## config.mk

```make
export PLATFORM = sky130hd
export DESIGN_NAME = signed_mult_unit
export DESIGN_NICKNAME = d
export VERILOG_FILES = /design/src/rtl/signed_mult_unit.sv
export SDC_FILE = /design/constraint.sdc
export NUM_CORES = 2
export LEC_CHECK = 0
export CORE_MARGIN = 5
export CORE_UTILIZATION = 31
export DETAILED_ROUTE_END_ITERATION = 10
export PLACE_DENSITY = 0.46
export RECOVER_POWER = 100
export SLEW_MARGIN = 20
export SYNTH_ARGS = -nofsm -noshare
export SYNTH_HDL_FRONTEND = slang
export SYNTH_SLANG_ARGS = --single-unit
export TNS_END_PERCENT = 5
```

## constraint.sdc

```tcl
create_clock -name clk -period 36.4 [get_ports clk]
set_input_delay 5.46 -clock clk [delete_from_list [all_inputs] [get_ports clk]]
set_output_delay 5.46 -clock clk [all_outputs]
set_load 0.01 [all_outputs]
```

## src/rtl/signed_mult_unit.sv

```systemverilog
// Signed WxW multiplier: radix-2 Booth sequential core (done W cycles after start) plus a combinational Baugh-Wooley tree.
// Latency: sequential W cycles, tree 0 cycles. No backpressure; start is ignored while the sequential core is busy.
module signed_mult_unit #(
   parameter int W = 32
) (
   input  logic             clk,
   input  logic             rst,
   input  logic             start,
   input  logic [W-1:0]     a,
   input  logic [W-1:0]     b,
   output logic [2*W-1:0]   seq_product,
   output logic             seq_done,
   output logic [2*W-1:0]   tree_product
);

   localparam int CW = $clog2(W + 1);

   typedef enum logic [1:0] {S_IDLE, S_BUSY, S_DONE} state_t;

   state_t           r_state;
   logic [W-1:0]     r_mcand;
   logic [W-1:0]     r_q;
   logic [W:0]       r_acc;
   logic             r_qm1;
   logic [CW-1:0]    r_cnt;
   logic [2*W-1:0]   r_seq_product;
   logic             r_seq_done;

   logic [W:0]       w_mcand_ext;
   logic [W:0]       w_sum;
   logic [2*W+1:0]   w_shift;

   // One Booth step: add/sub on the W+1 bit accumulator, then arithmetic shift of {acc, q, q_-1}.
   always_comb begin
      w_mcand_ext = {r_mcand[W-1], r_mcand};
      case ({r_q[0], r_qm1})
         2'b01:   w_sum = r_acc + w_mcand_ext;
         2'b10:   w_sum = r_acc - w_mcand_ext;
         default: w_sum = r_acc;
      endcase
      w_shift = {w_sum[W], w_sum, r_q};
   end

   always_ff @(posedge clk or posedge rst) begin
      if (rst) begin
         r_state       <= S_IDLE;
         r_mcand       <= '0;
         r_q           <= '0;
         r_acc         <= '0;
         r_qm1         <= 1'b0;
         r_cnt         <= '0;
         r_seq_product <= '0;
         r_seq_done    <= 1'b0;
      end else begin
         case (r_state)
            S_IDLE, S_DONE: begin
               if (start) begin
                  r_mcand    <= a;
                  r_q        <= b;
                  r_qm1      <= 1'b0;
                  r_acc      <= '0;
                  r_cnt      <= '0;
                  r_seq_done <= 1'b0;
                  r_state    <= S_BUSY;
               end
            end
            S_BUSY: begin
               r_acc <= w_shift[2*W+1:W+1];
               r_q   <= w_shift[W:1];
               r_qm1 <= w_shift[0];
               r_cnt <= r_cnt + 1'b1;
               if (r_cnt == CW'(W - 1)) begin
                  r_seq_product <= w_shift[2*W:1];
                  r_seq_done    <= 1'b1;
                  r_state       <= S_DONE;
               end
            end
            default: r_state <= S_IDLE;
         endcase
      end
   end

   assign seq_product = r_seq_product;
   assign seq_done    = r_seq_done;

   // Baugh-Wooley rows: terms with exactly one MSB index are inverted; the correction bits seed the carry row.
   logic [2*W-1:0] w_tree_s;
   logic [2*W-1:0] w_tree_c;

   always_comb begin
      logic [2*W-1:0] w_row;
      logic [2*W-1:0] w_nxt_s;
      logic [2*W-1:0] w_nxt_c;
      w_tree_s = '0;
      w_tree_c = '0;
      w_tree_c[W]       = 1'b1;
      w_tree_c[2*W-1]   = 1'b1;
      for (int i = 0; i < W; i++) begin
         w_row = '0;
         for (int j = 0; j < W; j++) begin
            w_row[i+j] = (a[j] & b[i]) ^ ((i == W - 1) != (j == W - 1));
         end
         w_nxt_s  = w_tree_s ^ w_tree_c ^ w_row;
         w_nxt_c  = ((w_tree_s & w_tree_c) | (w_tree_s & w_row) | (w_tree_c & w_row)) << 1;
         w_tree_s = w_nxt_s;
         w_tree_c = w_nxt_c;
      end
   end

   assign tree_product = w_tree_s + w_tree_c;

endmodule

```

Word-level counts from Yosys, hierarchy flattened
Index checks and enable logic that the tools add are counted.
{ "totals": {"out_inout_bits": 129, "inputBits": 67, "ff_bits": 171} }
{ "op_classes": {"n_eq_ne": 7, "muxes": 14, "reduce_logical": 8, "addsub": 4, "n_bitwise": 1298} }
{ "ops": {"columns": ["operator", "count"], "rows": [
  ["OR 63 bit", 59],
  ["bitwise AND 63 bit", 31],
  ["bitwise XOR 64 bit", 29],
  ["bitwise AND 1 bit", 1024],
  ["case mux 33 bit (2 select lines)", 2],
  ["bitwise XOR 64 x 34 -> 64 bit", 2],
  ["bitwise AND 63 x 34 -> 63 bit", 2],
  ["bitwise AND 63 x 35 -> 63 bit", 2],
  ["bitwise AND 63 x 36 -> 63 bit", 2],
  ["bitwise AND 63 x 37 -> 63 bit", 2],
  ["bitwise AND 63 x 38 -> 63 bit", 2],
  ["bitwise AND 63 x 39 -> 63 bit", 2],
  ["bitwise AND 63 x 40 -> 63 bit", 2],
  ["bitwise AND 63 x 41 -> 63 bit", 2],
  ["bitwise AND 63 x 42 -> 63 bit", 2],
  ["bitwise AND 63 x 43 -> 63 bit", 2],
  ["bitwise AND 63 x 44 -> 63 bit", 2],
  ["bitwise AND 63 x 45 -> 63 bit", 2],
  ["bitwise AND 63 x 46 -> 63 bit", 2],
  ["bitwise AND 63 x 47 -> 63 bit", 2],
  ["bitwise AND 63 x 48 -> 63 bit", 2],
  ["bitwise AND 63 x 49 -> 63 bit", 2],
  ["bitwise AND 63 x 50 -> 63 bit", 2],
  ["bitwise AND 63 x 51 -> 63 bit", 2],
  ["67 further kinds", 148]
]} }

Logic depth before layout (Yosys ltp)
{ "logic_depth": {"word_depth": 94, "depth_mapped": 47, "mapped_depth_nobuf": 45} }

Least setup slack after synthesis
No wires, ideal clock.
{ "synth_path": {"path_kind": "input-to-output", "start": "input a[31]", "end": "output tree_product[62]", "slack_ns": 8.644, "required_ns": 30.940, "cell_stages": 47, "arrival_ns": 22.296, "n_path_buf": 2, "cell_sequence": "clkbuf_1 clkbuf_1 nand2_1 ha_1 fa_1 inv_1 fa_1 fa_1 fa_1 fa_1 fa_1 fa_1 fa_1 fa_1 fa_1 fa_1 fa_1 fa_1 [11 not listed] fa_1 fa_1 fa_1 fa_1 fa_1 inv_1 fa_1 ha_1 fa_1 a21o_1 nand4_1 a21oi_1 nor2_1 o221a_2 a21oi_1 a221oi_1 a21oi_1 xor2_1"} }
{ "synth_between": {"elab_chain_len": 94, "word_cells_on_any_way": 276, "classes_between": "add/sub: 1; bitwise: 275"} }
{ "synth_lines": {"columns": ["item", "line_no", "rtl"], "rows": [
  ["from (decl)", "9", "input logic [W-1:0] a,"],
  ["bitwise AND 1 bit", "101", "w_row[i+j] = (a[j] & b[i]) ^ ((i == W - 1) != (j == W - 1));"],
  ["NOT 1 bit (no line)", null, null],
  ["bitwise XOR 64 x 33 -> 64 bit / bitwise AND 33 bit (equally long branches)", "103, 104", null],
  ["bitwise AND 63 x 34 -> 63 bit", "104", "w_nxt_c = ((w_tree_s & w_tree_c) | (w_tree_s & w_row) | (w_tree_c & w_row)) << 1;"],
  ["OR 63 bit", "104", null],
  ["OR 63 x 34 -> 63 bit", "104", null],
  ["bitwise AND 63 bit", "104", null],
  ["OR 63 bit (2 in series)", "104", null],
  ["[73 not listed]", null, null],
  ["OR 63 bit (2 in series)", "104", null],
  ["bitwise AND 63 bit", "104", null],
  ["OR 63 bit (2 in series)", "104", null],
  ["bitwise AND 63 bit", "104", null],
  ["OR 63 bit (2 in series)", "104", null],
  ["bitwise AND 63 bit", "104", null],
  ["OR 63 bit (2 in series)", "104", null],
  ["adder 64 bit (*)", "110", "assign tree_product = w_tree_s + w_tree_c;"],
  ["to (decl)", "13", "output logic [2*W-1:0] tree_product"]
]} }
Every way passes the cells marked *; elsewhere a longest branch is shown, timed or not.

Worst setup path after layout
{ "layout_path": {"start": "input a[31]", "end": "output tree_product[63]"} }
Same word-level chain as after synthesis.

==> flow_summary_export.csv <==
group,metric,value,unit
run_status,status,"complete, but fails checks",
run_status,failed_checks,"max-capacitance violations, max-slew violations",
critical_path,cp.required,30.94,ns
placement,place_ws,6.81,ns
sta,slew_headroom,-134,%
cells_and_area,drive_gt1_share,3.03,%
sta,final_max_slew_viol_count,540,
grt,overflow,0,
routing,wl_per_cell,16.6,um
routing,wl,86700,um
routing,drtIter0Drc,1016,
clocking,clk_pin_slew_worst_paths,0.06,ns
sta,finalCriticalPeriod,30.86,ns
routing,ant_nets,0,
die,initial_utilization,31.1,%
routing,first_pass_iters,7,
critical_path,startpoint_type,"input port",
routing,drcViolationCount,0,
synth,synth_warnings,0,
sta,tns,0,ns
critical_path,cpMaxStageDelayCell,"clkbuf_1",
sta,finalCritPeriodShare,84.8,%
grt,grt_pass1_wl,148000,um
grt,grt_antenna_before_repair,5,
sta,setup_viol_count_final,0,
synth,synth_area,35600,um^2
synth,synth_nets,4812,
cells_and_area,syn_to_final_growth,11.3,%
sta,worst_pin_slew,3.51,ns
sta,fmax,32.4,MHz
critical_path,critPathMostFrequentCell,"fa_1",
critical_path,crit_buf_inv,5,
routing,num_vias,25362,
critical_path,cpPeakStageDelay,1.44,ns
clocking,clock_latency,0.50,ns
synth,synth-edff-count,0,
sta,fin_skew,0.0137,ns
placement,dp_hpwl,71700,um
sta,fin_ws,5.54,ns
die,die_y,349,um
grt,met1_usage,19.0,%
cells_and_area,nets,4823,
synth,seq_area_frac_synth,12.0,%
synth,ys_ff_latch,170,
grt,grt_use_met3,1.16,%
routing,viasPerCell,4.86,
cells_and_area,layout_commonest_cell,"nand2_1",
die,ioPinCount,196,
placement,gp_congestion,0.826,
clocking,root_buffer,"clkbuf_16",
critical_path,critPathTopFamily,"adder cells",
critical_path,worstPathArrival,25.40,ns
grt,grt_pass1_vias,28548,
cells_and_area,layout_common_cells,"1292 x nand2_1, 932 x fa_1, 210 x inv_1",
grt,grt.busiest_layer,"met2",
min_path,hold_class,"register to register",
critical_path,cp_max_fo,33,
synth,synth.avg_cell_area,9.64,um^2
die,fp.dieW,349,um
grt,grt_util_all_layers,14.6,%
clocking,postCtsResizedCells,0,
grt,grt_max_degree,82,
placement,port-buffer-count,195,
clocking,htreeDepth,4,
die,coreArea,114000,um^2
sta,hold_violations,0,
critical_path,endpoint_kind,"output port",
critical_path,crit_type,"input port to output port",
clocking,cts_buffers,25,
synth,async_reset_ff_share,100,%
clocking,cts_hold_buffers,0,
clocking,postCtsSetupRepairBufs,0,
job,drv_cap,12,
synth,ys.flop_type,"dfrtp_1",
die,dieArea,122000,um^2
sta,grt_setup_unrepaired,"no",
synth,synth_cells,3686,
grt,grt_use_met2,27.2,%
die,rows,124,
clocking,cts_sinks,170,
clocking,clk_path_buf_depth,3,
clocking,cts_tree,"built",
synth,ys_types,69,
==> kinds of logic after synthesis <==
logic type / count (synthesis) / share of synthesized area, %
mux: 10 / 0.289
flops: 170 / 12.0
compound gates: 346 / 6.21
simple gates: 1519 / 17.2
buf+inv: 496 / 5.24
fa+ha+maj: 1059 / 57.0
xor+xnor: 86 / 2.12
==> synthesized netlist by cell type, types with 17 or more instances <==
| cell | count | area, um^2 |
|---|---|---|
| a22oi_1 | 34 | 255 |
| o21ai_1 | 17 | 85.1 |
| a21oi_1 | 83 | 415 |
| xnor2_1 | 62 | 543 |
| and2_1 | 67 | 419 |
| fa_1 | 932 | 18700 |
| clkbuf_1 | 275 | 1030 |
| dfrtp_1 | 170 | 4250 |
| ha_1 | 127 | 1590 |
| o21ai_0 | 78 | 390 |
| nand3_1 | 17 | 85.1 |
| nor3_1 | 18 | 90.1 |
| a31oi_1 | 25 | 156 |
| inv_1 | 211 | 792 |
| nor2_1 | 59 | 221 |
| xor2_1 | 24 | 210 |
| nand2_1 | 1292 | 4850 |
| a21o_1 | 31 | 233 |
==> state kept, by name, summed over array words and instances, names as in the netlist <==
register / cells
seq_done: 1
r_state: 2
r_q: 32
r_cnt: 6
r_acc: 32
r_qm1: 1
seq_product: 64
r_mcand: 32
==> metal layers <==
| metal | wire length [um] | vias up |
|---|---|---|
| met5 | 0 | - |
| met3 | 1910 | 59 |
| li1 | - | 11365 |
| met4 | 975 | 0 |
| met2 | 46500 | 271 |
| met1 | 37300 | 13667 |
==> stage by stage <==
step / area [um^2] / instances / hold WS [ns] / utilization [%]
6_report: 39600 / 5215 / 0.463 / 34.7
5_1_grt: 39600 / 5214 / 0.495 / 34.7
4_1_cts: 39600 / 5213 / 0.476 / 34.7
3_5_place_dp: 38900 / 5182 / 0.462 / 34.1
3_3_place_gp: 38900 / 5182 / 0.460 / 34.1
2_1_floorplan: 35600 / 3686 / 0.443 / -
==> worst min-delay path: stages, from the launching register on <==
cell and delay [ns]:
dfrtp_1 0.33, nand2_1 0.05, nand2_1 0.05
==> layout make-up <==
| type | instances | area [um^2] |
|---|---|---|
| clock buffers | 27 | 653 |
| inverters | 211 | 793 |
| repair buffers | 269 | 2470 |
| well taps | 1512 | 1890 |
| diodes | 2 | 5.00 |
| fillers | 12096 | 74600 |
| clock inverters | 4 | 72.6 |
| multi-input cells | 3020 | 29400 |
| flip-flops and latches | 170 | 4250 |
==> worst paths after layout <==
check,from,depth (start not counted),slack [ns],endpoint
setup / recovery,a[31],47,5.54,tree_product[63]
hold / removal,seq_product[36]$_DFFE_PP0P_,2,0.46,seq_product[36]$_DFFE_PP0P_
setup reg to reg,r_state[0]$_DFFE_PP0P_,6,29.56,r_acc[10]$_DFFE_PP0P_
hold reg to reg,seq_product[36]$_DFFE_PP0P_,2,0.46,seq_product[36]$_DFFE_PP0P_
max in group asynchronous,rst,4,24.28,seq_product[13]$_DFFE_PP0P_
min in group asynchronous,rst,2,6.45,seq_product[33]$_DFFE_PP0P_
Power is not shown: default switching activity piles up to over one toggle a cycle in this logic, so the estimate is an artifact.
